===== src/rtl/lzc_normalizer_pkg.sv =====
// lzc_normalizer_pkg: shared mode encoding and count-width helper for the normalizer
// Contents:
//   LZC_MODE_ZERO / LZC_MODE_SIGN - in_mode encoding
//   lzc_cnt_w(bitwidth)           - width able to hold a count of 0..bitwidth
package lzc_normalizer_pkg;

    localparam logic LZC_MODE_ZERO = 1'b0;
    localparam logic LZC_MODE_SIGN = 1'b1;

    function automatic int lzc_cnt_w(input int bitwidth);
        return $clog2(bitwidth + 1);
    endfunction

endpackage


===== src/rtl/lzc_count_core.sv =====
// lzc_count_core: combinational leading-zero counter
// Ports:
//   value - operand to scan from the MSB down
//   count - number of leading zero bits, BITWIDTH when value is all-zero
//   zero  - value is all-zero
module lzc_count_core #(
    parameter int BITWIDTH = 24,
    parameter int CNT_W    = 5
) (
    input  logic [BITWIDTH-1:0] value,
    output logic [CNT_W-1:0]    count,
    output logic                zero
);

    // Scanning upward lets the highest set bit overwrite every lower one.
    always_comb begin
        count = CNT_W'(BITWIDTH);
        for (int i = 0; i < BITWIDTH; i++)
            if (value[i]) count = CNT_W'(BITWIDTH - 1 - i);
    end

    assign zero = ~|value;

endmodule


===== src/rtl/lzc_normalizer.sv =====
// lzc_normalizer: two-stage valid/ready mantissa normalizer with exponent adjust
// Ports:
//   clk, rst                  - clock, synchronous active-high reset
//   in_valid/in_ready         - input handshake
//   in_mant, in_exp, in_mode  - operand, unsigned exponent, 0 = unsigned LZC, 1 = redundant sign bits
//   out_valid/out_ready       - output handshake
//   out_mant, out_exp         - normalized mantissa, adjusted exponent
//   out_count                 - raw count before exponent limiting
//   out_zero, out_underflow   - input was zero, shift was limited by the exponent
module lzc_normalizer
    import lzc_normalizer_pkg::*;
#(
    parameter int BITWIDTH  = 24,
    parameter int EXP_WIDTH = 8
) (
    input  logic                              clk,
    input  logic                              rst,
    input  logic                              in_valid,
    output logic                              in_ready,
    input  logic [BITWIDTH-1:0]               in_mant,
    input  logic [EXP_WIDTH-1:0]              in_exp,
    input  logic                              in_mode,
    output logic                              out_valid,
    input  logic                              out_ready,
    output logic [BITWIDTH-1:0]               out_mant,
    output logic [EXP_WIDTH-1:0]              out_exp,
    output logic [lzc_cnt_w(BITWIDTH)-1:0]    out_count,
    output logic                              out_zero,
    output logic                              out_underflow
);

    localparam int CNT_W = lzc_cnt_w(BITWIDTH);

    logic [BITWIDTH-1:0]  core_in;
    logic [CNT_W-1:0]     core_count;
    logic                 core_zero;
    logic                 s1_valid, s1_mode, s1_zero, s1_adv;
    logic [BITWIDTH-1:0]  s1_mant;
    logic [EXP_WIDTH-1:0] s1_exp;
    logic [CNT_W-1:0]     s1_count;
    logic                 s2_valid;
    logic [CNT_W-1:0]     count;
    logic                 limited;
    logic [EXP_WIDTH-1:0] shift;

    // Sign mode: bits matching the MSB become zeros; the shift drops the MSB
    // itself so the count excludes it.
    assign core_in = (in_mode == LZC_MODE_SIGN) ? (in_mant ^ {BITWIDTH{in_mant[BITWIDTH-1]}}) << 1 : in_mant;

    lzc_count_core #(.BITWIDTH(BITWIDTH), .CNT_W(CNT_W)) u_core (
        .value (core_in),
        .count (core_count),
        .zero  (core_zero)
    );

    assign s1_adv   = ~s2_valid | out_ready;
    assign in_ready = ~s1_valid | s1_adv;

    always_ff @(posedge clk) begin
        if (rst)
            s1_valid <= 1'b0;
        else if (in_ready)
            s1_valid <= in_valid;
    end

    // A zero core result in sign mode means all-zero or all-ones; only the
    // former is a zero operand.
    always_ff @(posedge clk) begin
        if (in_valid && in_ready) begin
            s1_mant  <= in_mant;
            s1_exp   <= in_exp;
            s1_mode  <= in_mode;
            s1_count <= core_count;
            s1_zero  <= core_zero & ~in_mant[BITWIDTH-1];
        end
    end

    // Sign-mode counts top out one below the width (all-zero / all-ones case).
    assign count   = (s1_mode == LZC_MODE_SIGN && s1_count == CNT_W'(BITWIDTH)) ? CNT_W'(BITWIDTH - 1) : s1_count;
    assign limited = int'(count) > int'(s1_exp);
    assign shift   = limited ? s1_exp : EXP_WIDTH'(count);

    always_ff @(posedge clk) begin
        if (rst) begin
            s2_valid      <= 1'b0;
            out_mant      <= '0;
            out_exp       <= '0;
            out_count     <= '0;
            out_zero      <= 1'b0;
            out_underflow <= 1'b0;
        end else if (s1_adv) begin
            s2_valid <= s1_valid;
            if (s1_valid) begin
                out_mant      <= s1_mant << shift;
                out_exp       <= s1_zero ? '0 : s1_exp - shift;
                out_count     <= count;
                out_zero      <= s1_zero;
                out_underflow <= limited & ~s1_zero;
            end
        end
    end

    assign out_valid = s2_valid;

endmodule


===== config.mk =====
export PLATFORM = sky130hd
export DESIGN_NAME = lzc_normalizer
export DESIGN_NICKNAME = d
export VERILOG_FILES = /design/src/rtl/lzc_normalizer_pkg.sv /design/src/rtl/lzc_count_core.sv /design/src/rtl/lzc_normalizer.sv
export SDC_FILE = /design/constraint.sdc
export NUM_CORES = 1
export LEC_CHECK = 0
export ABC_AREA = 1
export BUFFER_PORTS_ARGS = -buffer_cell sky130_fd_sc_hd__buf_2
export CORE_UTILIZATION = 57
export CTS_CLUSTER_DIAMETER = 100
export DETAILED_ROUTE_END_ITERATION = 8
export GPL_TIMING_DRIVEN = 1
export HOLD_SLACK_MARGIN = 0.05
export PLACE_DENSITY = 0.8
export SKIP_LAST_GASP = 1
export SYNTH_ARGS = -nofsm -noshare
export SYNTH_HDL_FRONTEND = slang
export SYNTH_HIERARCHICAL = 1
export SYNTH_SLANG_ARGS = --single-unit

===== constraint.sdc =====
create_clock -name clk -period 4 [get_ports clk]
set_input_delay 0 -clock clk [delete_from_list [all_inputs] [get_ports clk]]
set_output_delay 0 -clock clk [all_outputs]
set_load 0.02 [all_outputs]

==> results.md <==
- The maximum fanout count along the critical path is 12.
- The count of input and output buffers is 77.
- In the global route stage, overall resource usage came out at 0.293.
- The sum of routed wire length over all layers is 13700 um.
- The initial cell density of the core is 0.600.
- The floorplan die area is 9750 sq um.
- The worst setup slack after placement is 283 ps.
- The shortest period the worst path allows is 3700 ps.
- Setup violations remaining at the end of the flow were counted as 0.
- edfxtp_1 takes more of the synthesized area than any other cell.
- The share of synthesized area in the top cell type comes to 0.220.
- The area growth from synthesis to layout is 17.3%.
- The post-route antenna net violation count is 0.
- The worst min-delay path class is primary input to flip-flop.
- The total nets after synthesis is 790.
- Clock latency on the worst-skew pair, taken at its later pin, is 360 ps.
- Setup repair after global routing could not meet its margin everywhere.
- The worst endpoint data arrival time is 3980 ps.
- The relative contribution of combinational cells to total power is 0.302.
- The clock tree from TritonCTS is yes.
- The flow ran to the end, and the final reports show no timing, DRC or antenna violations.
- The horizontal die dimension is 98.7 um.
- The highest achievable clock rate is 270 MHz.
- The part of the cycle the worst path needs is 0.925.
- The per-cell via count in the routed design is 5.55.
- The depth of the worst hold-timing path is 2.
- The transition time of the tightest slew-check pin is 908 ps.
- The sequential share of power is 0.428.
- The number of antenna violations at the first check in global routing was 0.
- The post-route DRC violation count is 0.
- The final worst-path setup slack is 300 ps.
- After synthesis, the share of flip-flops with an asynchronous set or reset is 0.
- The static power due to leakage is 2.95 nW.
- Measured against its own limit, the worst slew margin works out to 0.394.
- The number of instances in the placed design is 897.
- The number of flops mapped to enable cells by yosys is 39.
- The routability congestion estimate is 0.942.
- The via count of the first global-routing pass was 4911.
- The nature of the critical path endpoint is a flip-flop.
- The clock arrives with 14.6 ps of skew.
- The number of max-cap violations is 0.
- The critical path required time is 4280 ps.
- The final-report hold violation count came to 0.
- The internal power is 0.00143 W.
- In this run the power spent charging and discharging nets is 0.000756 W.
- Synthesis produced a netlist whose cell count is 741.
- Row generation in the floorplan step produced 34 rows.
- The longest clock path from root to sink contains 2 buffers.
- In the final layout, the share of cells above drive strength 1 is 0.174.
- 78 I/O pins were placed.
- The wire-length estimate of the detail-placed layout is 9890 um.
- On the final layout, the worst hold slack is 181 ps.
- The leftover overflow at the end of global routing is 0.
- The clock buffer count from CTS is 9.
- The DRC marker count from the first detailed-route iteration is 355.
- After the flow finishes, the layout carries non-filler instances totaling 948.
- The global-route wire length before repair is 22700 um.
- In this run the cell area measured after placement is 5700 sq um.
- Setup total negative slack on the finished layout was measured at 0 ps.
- VDD sags by at most 0.188 mV.
- The region available for standard cell placement spans 8890 sq um.
- In the final design database the tool counted 884 nets.
- The clock root buffer is clkbuf_8.
- The final max-slew violation count is 0.
- The number of sinks on the clock net is 80.
- The fraction of power consumed by the clock network is 0.270.
- The sort of element at the start of the critical path is a flip-flop.
- The H-tree was split into 3 levels.
- The most used flip-flop cell after synthesis is dfxtp_1.
- The post-synthesis cell area is 5330 sq um.
- The synthesized design contains 80 register bits.
- Clock-pin slew was measured on the worst setup and hold paths at 90 ps.
- After synthesis, the cell types taking the most area are edfxtp_1 (22%), nand2_1 (16%), dfxtp_1 (15%), nand3_1 (11%), inv_1 (4.8%).
- The number of cells traversed by the worst register-to-register path is 25.
- The proportion of synthesized chip area in sequential cells is 0.374.
- After synthesis, the netlist uses 42 different library cells.
- A synthesized cell averages 7.20 sq um.
- The final cell area excluding filler cells is 6260 sq um.
- The final routed wire length divided by cell count is 14.5 um.
- The routed layout has 5265 vias.
- For this run, the number of Yosys warnings is 6.
- The worst setup path is of the flip-flop to flip-flop kind.
- Dividing total power by cell area gives a power density of 350 nW/um^2.
- The number of iterations in the first detailed-routing pass is 5.
- The floorplan step set the die height to 98.7 um.
- The maximum number of pins on one net before global-route repair is 45.
- Of the total power, the share spent switching nets is 0.345.
- The number of antenna cells inserted is 0.
## placed cells by master (no fill, tap or decap), types with 22 or more instances in the layout
cell type	count
nand2_1	231
nand3_1	120
buf_2	77
inv_1	68
dfxtp_1	41
a21oi_1	39
edfxtp_1	39
dlygate4sd3_1	35
o21ai_0	28
nor2_1	24
xnor2_1	22
## stage by stage
| stage | power [W] | utilization |
|---|---|---|
| 3_5_place_dp | 0.00157 | 0.641 |
| 5_1_grt | 0.00231 | 0.704 |
| 2_1_floorplan | 0.00143 | - |
| 6_report | 0.00219 | 0.704 |
| 3_3_place_gp | 0.00156 | 0.641 |
| 4_1_cts | 0.00218 | 0.702 |
## synthesized netlist by cell type (3+ instances only)
master    count
nand2_1     231
nor3_1        6
dfxtp_1      41
a21oi_1      40
a21oi_2       4
xnor2_1      22
or2_2         4
xor2_1        4
buf_2         5
ha_1         11
nand4_1      10
clkbuf_1     21
buf_4         4
nand3_1     120
inv_2         5
edfxtp_1     39
buf_6         5
o21ai_4       3
a211oi_1      3
nand3_2      11
nor2_1       24
nand2_2       6
o21ai_0      28
inv_1        68
## power groups by stage
stage | registers (W) | clock network, W | logic (W)
after floorplan | 0.000978 | 0 | 0.000449
after global placement | 0.000954 | 0 | 0.000601
after detailed placement | 0.000957 | 0 | 0.000614
after CTS | 0.000938 | 0.000599 | 0.000644
after global routing | 0.000943 | 0.000630 | 0.000732
final | 0.000938 | 0.000590 | 0.000661
## per-layer routing
layer,vias up,routed length [um],share of wire,global-route usage
met2,204,6520,0.47,0.495
met5,-,0,0,0
met4,0,242,0.018,0.0907
met1,2408,6240,0.45,0.391
met3,28,735,0.054,0.0397
li1,2625,-,-,-
## registers in the layout (all words and copies together), names as in the netlist
name	cells
out_count	5
s1_mode	1
out_zero	1
s1_exp	8
s1_zero	1
s1_valid	1
out_mant	24
s1_mant	24
out_underflow	1
s1_count	5
out_exp	8
out_valid	1
## worst max-delay path, stage by stage (launching register included)
cell,delay [ps]
edfxtp_1,380
inv_1,90
nor3_1,180
nand3_1,150
nand2_1,150
inv_1,60
ha_1,290
nand2_1,50
inv_1,100
nand2_1,70
nand2_1,80
nand2_2,60
nand2_4,90
nand2_4,150
nand2_4,180
nand2_2,90
ha_1,200
fa_1,440
nor2_1,130
o21ai_0,90
nand2_1,100
a21oi_1,70
nand2_1,70
xor2_1,150
nand2_1,60
a21oi_1,130
## kinds of logic (layout without fill, tap and decap cells)
| group | count (synthesis) | after routing | synth area share |
|---|---|---|---|
| flops | 80 | 80 | 0.374 |
| simple gates | 422 | 422 | 0.361 |
| buf+inv | 112 | 211 | 0.0941 |
| fa+ha+maj | 12 | 12 | 0.0296 |
| compound gates | 89 | 89 | 0.0988 |
| xor+xnor | 26 | 26 | 0.0427 |
## worst paths after layout
check | start | endpoint | slack [ps]
max reg2reg | s1_count[4]$_DFFE_PP_ | out_exp[6]$_SDFFE_PP0P_ | 300
max | s1_count[4]$_DFFE_PP_ | out_exp[6]$_SDFFE_PP0P_ | 300
min reg2reg | out_mant[7]$_SDFFE_PP0P_ | out_mant[7]$_SDFFE_PP0P_ | 470
min | rst | out_exp[7]$_SDFFE_PP0P_ | 180
## what timing repair did
item	in CTS	in global routing
hold buffers	35	0
buffers inserted	0	0
resized for setup	0	3
hold endpoints to repair	34	0
endpoints found under the setup margin	0	3
## final cells by class
| cell class | count | area, sq um |
|---|---|---|
| multi-input combinational | 549 | 2850 |
| sequential | 80 | 1990 |
| clock buffer | 10 | 128 |
| inverter | 73 | 274 |
| fill | 726 | 2630 |
| clock inverter | 6 | 65.1 |
| timing repair buffer | 122 | 811 |
| tap | 108 | 135 |
No activity file was read; power rests on OpenSTA's default activity.
